[config.mk]
export PLATFORM = sky130hd
export DESIGN_NAME = keypad_scan_decoder
export DESIGN_NICKNAME = d
export VERILOG_FILES = /design/src/rtl/keypad_scan_decoder.sv
export SDC_FILE = /design/constraint.sdc
export NUM_CORES = 1
export LEC_CHECK = 0
export CORE_UTILIZATION = 35
export CTS_CLUSTER_DIAMETER = 50
export DETAILED_ROUTE_END_ITERATION = 10
export DONT_BUFFER_PORTS = 1
export PLACE_DENSITY_LB_ADDON = 0.05
export SYNTH_ARGS = -nofsm -noshare
export SYNTH_HDL_FRONTEND = slang
export SYNTH_SLANG_ARGS = --single-unit
[constraint.sdc]
create_clock -name clk -period 7.1 [get_ports clk]
set_input_delay 1.42 -clock clk [delete_from_list [all_inputs] [get_ports clk]]
set_output_delay 1.42 -clock clk [all_outputs]
set_load 0.02 [all_outputs]
[src/rtl/keypad_scan_decoder.sv]
// Matrix keypad front end: one-hot row scan, synchronised column sampling,
// whole-frame debounce, and stable key / strobe outputs for the code-entry logic.
module keypad_scan_decoder #(
  parameter int ROWS     = 4,
  parameter int COLS     = 3,
  parameter int SCAN_DIV = 5000,
  parameter int DEBOUNCE = 4,
  localparam int NKEY    = ROWS * COLS,
  localparam int CW      = $clog2(NKEY)
) (
  input  logic            clk,
  input  logic            rst_n,
  input  logic            en,
  input  logic [COLS-1:0] col_in,
  output logic [ROWS-1:0] row_drv,
  output logic [NKEY-1:0] key_onehot,
  output logic [CW-1:0]   key_code,
  output logic            key_valid,
  output logic            key_press,
  output logic            key_release,
  output logic            multi_key
);

  localparam int RW  = $clog2(ROWS);
  localparam int DW  = $clog2(SCAN_DIV);
  localparam int DCW = $clog2(DEBOUNCE + 1);

  typedef enum logic [1:0] {S_IDLE, S_SCAN, S_EVAL} state_t;
  typedef enum logic [1:0] {C_NONE, C_SINGLE, C_MULTI} kind_t;

  // A frame or stable state: its class plus the key index (zero unless SINGLE),
  // so two classes can be compared as plain packed values.
  typedef struct packed {
    kind_t         kind;
    logic [CW-1:0] idx;
  } cls_t;

  localparam cls_t NO_KEY = '{kind: C_NONE, idx: '0};

  state_t          state, state_n;
  logic [RW-1:0]   row, row_n;
  logic [DW-1:0]   div, div_n;
  logic [COLS-1:0] col_s1, col_s2;
  logic [NKEY-1:0] bitmap, bitmap_n;
  cls_t            cand, cand_n;
  logic [DCW-1:0]  dcnt, dcnt_n;
  cls_t            stable, stable_n;
  logic [CW-1:0]   code_q, code_n;
  logic            press_q, press_n;
  logic            release_q, release_n;

  cls_t            frame_cls;
  logic [1:0]      nbits;
  logic [CW-1:0]   hit;

  // Frame classification: population count saturating at two, index of the set bit.
  always_comb begin
    frame_cls = NO_KEY;
    nbits     = '0;
    hit       = '0;
    for (int i = 0; i < NKEY; i++) begin
      if (bitmap[i]) begin
        if (nbits != 2'd2) nbits = nbits + 2'd1;
        hit = CW'(i);
      end
    end
    if (nbits == 2'd1)      frame_cls = '{kind: C_SINGLE, idx: hit};
    else if (nbits == 2'd2) frame_cls = '{kind: C_MULTI, idx: '0};
  end

  // NOTE: every variable gets a default before the case so no path can infer a latch.
  always_comb begin
    state_n   = state;
    row_n     = row;
    div_n     = div;
    bitmap_n  = bitmap;
    cand_n    = cand;
    dcnt_n    = dcnt;
    stable_n  = stable;
    code_n    = code_q;
    press_n   = 1'b0;
    release_n = 1'b0;
    row_drv   = '0;

    case (state)
      S_IDLE: begin
        if (en) begin
          state_n = S_SCAN;
          row_n   = '0;
          div_n   = '0;
        end
      end

      S_SCAN: begin
        row_drv[row] = 1'b1;
        if (div == DW'(SCAN_DIV - 1)) begin
          div_n = '0;
          for (int r = 0; r < ROWS; r++) begin
            if (row == RW'(r)) bitmap_n[r*COLS +: COLS] = bitmap[r*COLS +: COLS] | col_s2;
          end
          if (row == RW'(ROWS - 1)) state_n = S_EVAL;
          else                      row_n   = row + 1'b1;
        end else begin
          div_n = div + 1'b1;
        end
      end

      S_EVAL: begin
        if (frame_cls == cand) begin
          if (dcnt != DCW'(DEBOUNCE)) dcnt_n = dcnt + 1'b1;
        end else begin
          cand_n = frame_cls;
          dcnt_n = DCW'(1);
        end
        // Acceptance uses the counter as updated by this very frame.
        if (dcnt_n == DCW'(DEBOUNCE) && cand_n != stable) begin
          stable_n = cand_n;
          if (cand_n.kind == C_SINGLE) begin
            press_n = 1'b1;
            code_n  = cand_n.idx;
          end
          if (stable.kind == C_SINGLE) release_n = 1'b1;
        end
        bitmap_n = '0;
        state_n  = S_SCAN;
        row_n    = '0;
        div_n    = '0;
      end

      default: state_n = S_IDLE;
    endcase

    // Dropping enable abandons the frame and forgets everything but the last code.
    if (!en) begin
      state_n   = S_IDLE;
      row_n     = '0;
      div_n     = '0;
      bitmap_n  = '0;
      cand_n    = NO_KEY;
      dcnt_n    = '0;
      stable_n  = NO_KEY;
      press_n   = 1'b0;
      release_n = 1'b0;
    end
  end

  // NOTE: state uses non-blocking assignments so every flop sees pre-edge values;
  // the frame bitmap is a handful of flops and is reset like any other state.
  always_ff @(posedge clk or negedge rst_n) begin
    if (!rst_n) begin
      state     <= S_IDLE;
      row       <= '0;
      div       <= '0;
      col_s1    <= '0;
      col_s2    <= '0;
      bitmap    <= '0;
      cand      <= NO_KEY;
      dcnt      <= '0;
      stable    <= NO_KEY;
      code_q    <= '0;
      press_q   <= 1'b0;
      release_q <= 1'b0;
    end else begin
      state     <= state_n;
      row       <= row_n;
      div       <= div_n;
      col_s1    <= col_in;
      col_s2    <= col_s1;
      bitmap    <= bitmap_n;
      cand      <= cand_n;
      dcnt      <= dcnt_n;
      stable    <= stable_n;
      code_q    <= code_n;
      press_q   <= press_n;
      release_q <= release_n;
    end
  end

  always_comb begin
    key_onehot = '0;
    if (stable.kind == C_SINGLE) key_onehot[stable.idx] = 1'b1;
  end

  assign key_valid   = (stable.kind == C_SINGLE);
  assign multi_key   = (stable.kind == C_MULTI);
  assign key_code    = code_q;
  assign key_press   = press_q;
  assign key_release = release_q;

endmodule

# [Word level (Yosys, flattened, before mapping)]
# Index checks and enable logic that the tools add are counted.
[totals] register_bits=56 inputBits=6 out_inout_bits=24
[op_classes] n_addsub=14 n_lt_le_gt_ge=4 n_eq_ne=36 muxes=80 n_bitwise=4 n_reduce_logical=14
[ops] operator="$mux 2" count=28
[ops] operator="$mux 6" count=9
[ops] operator="$mux 4" count=11
[ops] operator="$mux 12" count=3
[ops] operator="$mux 3" count=9
[ops] operator="$mux 13" count=2
[ops] operator="$pmux 13 s2" count=1
[ops] operator="$add 2x1->2 const B" count=12
[ops] operator="$pmux 12 s2" count=1
[ops] operator="$ne 2x2->1 const B" count=11
[ops] operator="$ne 3x3->1 const B" count=7
[ops] operator="$reduce_and 3->1" count=6
[ops] operator="$add 13x1->13 const B" count=1
[ops] operator="$eq 13x13->1 const B" count=1
[ops] operator="$mux 1" count=12
[ops] operator="$or 3x3->3" count=4
[ops] operator="$eq 2x1->1 const B" count=5
[ops] operator="$eq 2x2->1 const B" count=5
[ops] operator="$pmux 2 s2" count=2
[ops] operator="$eq 6x6->1" count=1
[ops] operator="$ne 6x6->1" count=1
[ops] operator="$lt 4x5->1 const B" count=1
[ops] operator="$demux 1 s4" count=1
[ops] operator="$ge 4x1->1 const B" count=1
[ops] operator="12 further kinds" count=17

# [Logic depth before layout (Yosys ltp)]
[logic_depth] depth_word=45 ltp_mapped=22 depth_no_buf=19

# [Worst setup path before layout]
# Ideal clock, no wire load.
[synth_timing] path_type="reg-to-reg" startpoint="register bitmap[0]" endpoint="register stable[0] (netlist bit)" setup_ns=0.078 arrival_time_ns=5.093 required_time_ns=7.022 setup_slack_ns=1.929 stages_incl_launch_ff=22 synth_period_minus_slack_ns=5.171 cell_sequence="dfrtp_1 > inv_1 > ha_1 > or2_2 > a21o_1 > a21o_1 > a211o_1 > a22o_1 > and3_1 > buf_6 > a31oi_2 > xor2_1 > nand2_1 > o2111ai_2 > o21ai_2 > a211o_1 > o41ai_2 > o32ai_1 > or2_1 > buf_2 > or4b_4 > o21bai_1"
[synth_between] elab_chain_cells=44
[synth_rtl] item="from (decl)" line="44" source="logic [NKEY-1:0] bitmap, bitmap_n;"
[synth_rtl] item="from (signal assigned)" line="169" source="bitmap <= bitmap_n;"
[synth_rtl] item="$mux 1 *" line="62" source="if (bitmap[i]) begin"
[synth_rtl] item="$add 2x1->2 or $ne 2x2->1 (tied branches)" line="63" source="if (nbits != 2'd2) nbits = nbits + 2'd1;"
[synth_rtl] item="$mux 2" line="63"
[synth_rtl] item="$mux 2 *" line="62"
[synth_rtl] item="$add 2x1->2 or $ne 2x2->1 (tied branches)" line="63"
[synth_rtl] item="$mux 2" line="63"
[synth_rtl] item="$mux 2 *" line="62"
[synth_rtl] item="$add 2x1->2 or $ne 2x2->1 (tied branches)" line="63"
[synth_rtl] item="[28 not listed]"
[synth_rtl] item="$mux 6 *" line="67" source="if (nbits == 2'd1) frame_cls = '{kind: C_SINGLE, idx: hit};"
[synth_rtl] item="$eq 6x6->1" line="109" source="if (frame_cls == cand) begin"
[synth_rtl] item="$mux 6 or $mux 3 (tied branches)" line="109"
[synth_rtl] item="$mux 6 or $mux 3 (tied branches)" line="85" source="case (state)"
[synth_rtl] item="$ne 6x6->1 or $eq 3x3->1 (tied branches)" line="116" source="if (dcnt_n == DCW'(DEBOUNCE) && cand_n != stable) begin"
[synth_rtl] item="$logic_and 1x1->1" line="116"
[synth_rtl] item="$ne 2x1->1 (no source line)"
[synth_rtl] item="$reduce_and 2->1 (no source line)"
[synth_rtl] item="to (signal assigned)" line="172" source="stable <= stable_n;"
[synth_rtl] item="to (decl)" line="47" source="cls_t stable, stable_n;"
# Mark *: on every way between the ends. The rest lies on a longest branch, timed or not. The select of a mux whose other input is x is not followed.
# A chain may end at the register's enable or synchronous reset.

# [Final worst setup path]
[layout_timing] startpoint="register bitmap[1]" endpoint="register stable[0] (netlist bit)"
[layout_between] elab_chain_cells=41
[layout_rtl] item="$mux 2" line="62"
[layout_rtl] item="$add 2x1->2 or $ne 2x2->1 (tied branches)" line="63"
[layout_rtl] item="$mux 2" line="63"
[layout_rtl] item="$mux 2" line="62"
[layout_rtl] item="$add 2x1->2 or $ne 2x2->1 (tied branches)" line="63"
[layout_rtl] item="$mux 2" line="63"
[layout_rtl] item="$mux 2" line="62"
[layout_rtl] item="$add 2x1->2 or $ne 2x2->1 (tied branches)" line="63"
[layout_rtl] item="[25 not listed]"
[layout_rtl] item="$mux 6 *" line="67"
[layout_rtl] item="$eq 6x6->1" line="109"
[layout_rtl] item="$mux 6 or $mux 3 (tied branches)" line="109"
[layout_rtl] item="$mux 6 or $mux 3 (tied branches)" line="85"
[layout_rtl] item="$ne 6x6->1 or $eq 3x3->1 (tied branches)" line="116"
[layout_rtl] item="$logic_and 1x1->1" line="116"
[layout_rtl] item="$ne 2x1->1 (no source line)"
[layout_rtl] item="$reduce_and 2->1 (no source line)"
# Marks and branches as above.

==> reports/qor.yml <==
finish:
  layout_commonest_cell: "nor2_1"
  area_growth_pct: 5.34
  finalNonFillerCells: 627
  antenna_cells: 0
  layout.nets: 500
  layout_common_cells: "74 x nor2_1, 56 x dfrtp_1, 41 x nand2_1"
  drive_gt1_share_pct: 8.26
timing:
  period_share_pct: 86.6
  rsz0062_at_grt: "false"
  finalSetupViolCount: 0
  fmax_mhz: 163
  fin_skew_ns: 0.00838
  fin_ws_ns: 0.948
  drv_slew: 0
  relSlewSlack_pct: 21.9
  holdWs_ns: 0.355
  final_hold_viol_count: 0
  setup-tns-final_ns: 0
  tightestPinTransition_ns: 1.16
  fin_crit_ns: 6.15
power_and_ir_drop:
  cellLeakagePower_nw: 1.71
  ir_worst_vdd_uv: 105
  p_switching_uw: 132
  power.share.clock_pct: 44.0
  fin_total_pwr_uw: 589
  p_per_area_mw_per_mm2: 133
  p_seq_share_pct: 54.9
  cellInternalPower_uw: 458
  comb_power_share_pct: 1.0
  p_sw_share_pct: 22.3
worst_setup_path:
  rr_startpoint: "bitmap[1]$_DFFE_PN0P_"
  critPathKind: "reg2reg"
  worstSetupStartpointType: "flop"
  endpoint_kind: "flop"
  critPathArrivalTime_ns: 6.37
  reg2reg_to: "stable[0]$_DFFE_PN0P_"
  crit_fanout: 7
  ff2ff_path_depth: 19
  r2r_setup_slack_ns: 0.95
  crit_required_ns: 7.31
routing:
  via_per_inst: 5.76
  ant_nets: 0
  drc: 0
  drt_iter0_drc: 305
  routed_wl_um: 10300
  post_drt_wl_per_cell_um: 16.4
  drt_pass1_iterations: 4
  vias: 3614
cts:
  path_clk_slew_ns: 0.08
  cts_root_buf: "clkbuf_16"
  htreeDepth: 2
  cts_buffers: 5
  cts_buffer_depth: 2
  postCtsSetupRepairBufs: 0
  tritoncts: "done"
  holdBufCountCts: 0
  clock_sinks: 56
  ctsResizeCount: 0
  worstSkewPairLatency_ns: 0.30
synthesis:
  synth.yosys.warnings: 0
  ys_ff_latch: 56
  synth_top_area_cell: "dfrtp_1"
  synthTopCellsByArea: "dfrtp_1 33%, nor2_1 6.6%, nand2_1 3.6%, ha_1 3.3%, a21oi_1 3.1%"
  seq_area_frac_synth_pct: 33.2
  synth_enable_flop_cells: 0
  synth_top_area_share_pct: 33.2
  ys_types: 86
  synth_async_sr_flop_share_pct: 100
  syn_nets: 519
  synth_ff_type: "dfrtp_1"
  syn_area_mm2: 0.00422
  avgSynthCellArea_um2: 8.41
  netlist_instances: 502
die:
  std_cell_rows: 39
  die_y_um: 112
  die_area_mm2: 0.0125
  initial_utilization_pct: 36.5
  dieWidth_um: 112
  core_area_mm2: 0.0116
  ios: 30
placement:
  dp_hpwl_um: 7460
  post-place-cells: 619
  port_buffers: 0
  routabilityCongestion: 0.842
  pre_cts_ws_ns: 1.00
status:
  outcome: "finished clean"
worst_hold_path:
  worstHoldStart: "col_s1[1]$_DFF_PN0_"
  holdPathEnd: "col_s2[1]$_DFF_PN0_"
  hold_depth: 0
  holdCritPathClass: "reg2reg"
global_routing:
  grt_max_degree: 57
  grt_pass1_wl_um: 17500
  grt_pass1_vias: 3452
  overflow: 0
  antenna_found_initial: 0
  track_usage_pct: 17.0
run:
  cap_violations: 0
## through the flow
step	utilization (%)	instance area, µm²
after CTS	38.4	4450
after global routing	38.4	4450
after global placement	37.1	4290
after floorplan	-	4220
after detailed placement	37.1	4290
final	38.4	4450
## critical path, stage by stage (launching register included)
cell	delay, ns
dfrtp_1	0.42
inv_1	0.08
ha_1	0.37
nor3b_2	0.22
a211oi_1	0.47
o21ai_1	0.20
o22ai_1	0.42
a211oi_1	0.21
nor4_4	0.49
nand3_1	0.18
a311oi_2	0.44
o311a_1	0.19
o21ai_0	0.10
a22oi_1	0.27
o21ai_1	0.30
a2111oi_0	0.47
nor3_1	0.18
or2_1	0.36
or4b_4	0.54
o21bai_1	0.15
## logic make-up after synthesis
logic type	Yosys count	synth area share [%]
xor+xnor	17	3.53
mux	9	2.22
flops	56	33.2
buf+inv	43	4.12
simple gates	228	28.8
fa+ha+maj	11	3.26
compound gates	138	24.9
## state kept, by name, indices dropped and copies added (netlist names), 2 cells and up
register  cells
cand          6
col_s1        3
bitmap       12
div          13
dcnt          3
row           2
key_code      4
state         2
stable        6
col_s2        3
## cells in the mapped netlist, types with 5 or more instances
library cell  count
a211oi_1         10
a21o_1            7
a21oi_1          26
and2_1           10
and3_1            6
clkbuf_1         21
dfrtp_1          56
ha_1             11
inv_1            16
mux2i_1           6
nand2_1          41
nand2b_1          6
nand3_1          12
nor2_1           74
nor2b_1          12
nor3_1           20
nor3b_1           6
nor4_1            6
o21ai_0          10
o22ai_1           5
o31ai_1           5
xnor2_1           8
xor2_1            9
## per-layer routing
metal | vias up | global-route usage (%) | part of all wire [%]
met2 | 45 | 28.9 | 48
met1 | 1761 | 23.1 | 49
li1 | 1802 | - | -
met3 | 6 | 2.45 | 2.1
met5 | - | 0 | 0
met4 | 0 | 2.97 | 0.79
## how the worst max path moves through the flow
stage | start | to | slack (ns) | depth (start not counted)
2_1_floorplan | bitmap[0]$_DFFE_PN0P_ | stable[0]$_DFFE_PN0P_ | 1.93 | 21
3_3_place_gp | bitmap[0]$_DFFE_PN0P_ | key_code[3]$_DFFE_PN0P_ | 1.0 | 19
3_5_place_dp | bitmap[1]$_DFFE_PN0P_ | key_code[3]$_DFFE_PN0P_ | 1.00 | 19
4_1_cts | bitmap[1]$_DFFE_PN0P_ | key_code[3]$_DFFE_PN0P_ | 0.97 | 19
5_1_grt | bitmap[0]$_DFFE_PN0P_ | stable[3]$_DFFE_PN0P_ | 0.43 | 19
6_report | bitmap[1]$_DFFE_PN0P_ | stable[0]$_DFFE_PN0P_ | 0.95 | 19
## cell type report
| cell class | instances | area (µm²) |
|---|---|---|
| well taps | 143 | 179 |
| clock inverters | 3 | 27.5 |
| flip-flops and latches | 56 | 1400 |
| inverters | 16 | 60.1 |
| clock buffers | 5 | 125 |
| fillers | 1181 | 7120 |
| repair buffers | 1 | 7.51 |
| multi-input cells | 403 | 2650 |
## power groups by stage
stage / Sequential (mW) / Clock, mW / Combinational (mW)
after global routing: 0.324 / 0.278 / 0.00700
after floorplan: 0.329 / 0 / 0.00686
after detailed placement: 0.330 / 0 / 0.00630
after global placement: 0.330 / 0 / 0.00630
after CTS: 0.324 / 0.268 / 0.00630
final: 0.324 / 0.260 / 0.00611
(Power assumes the default switching activity.)
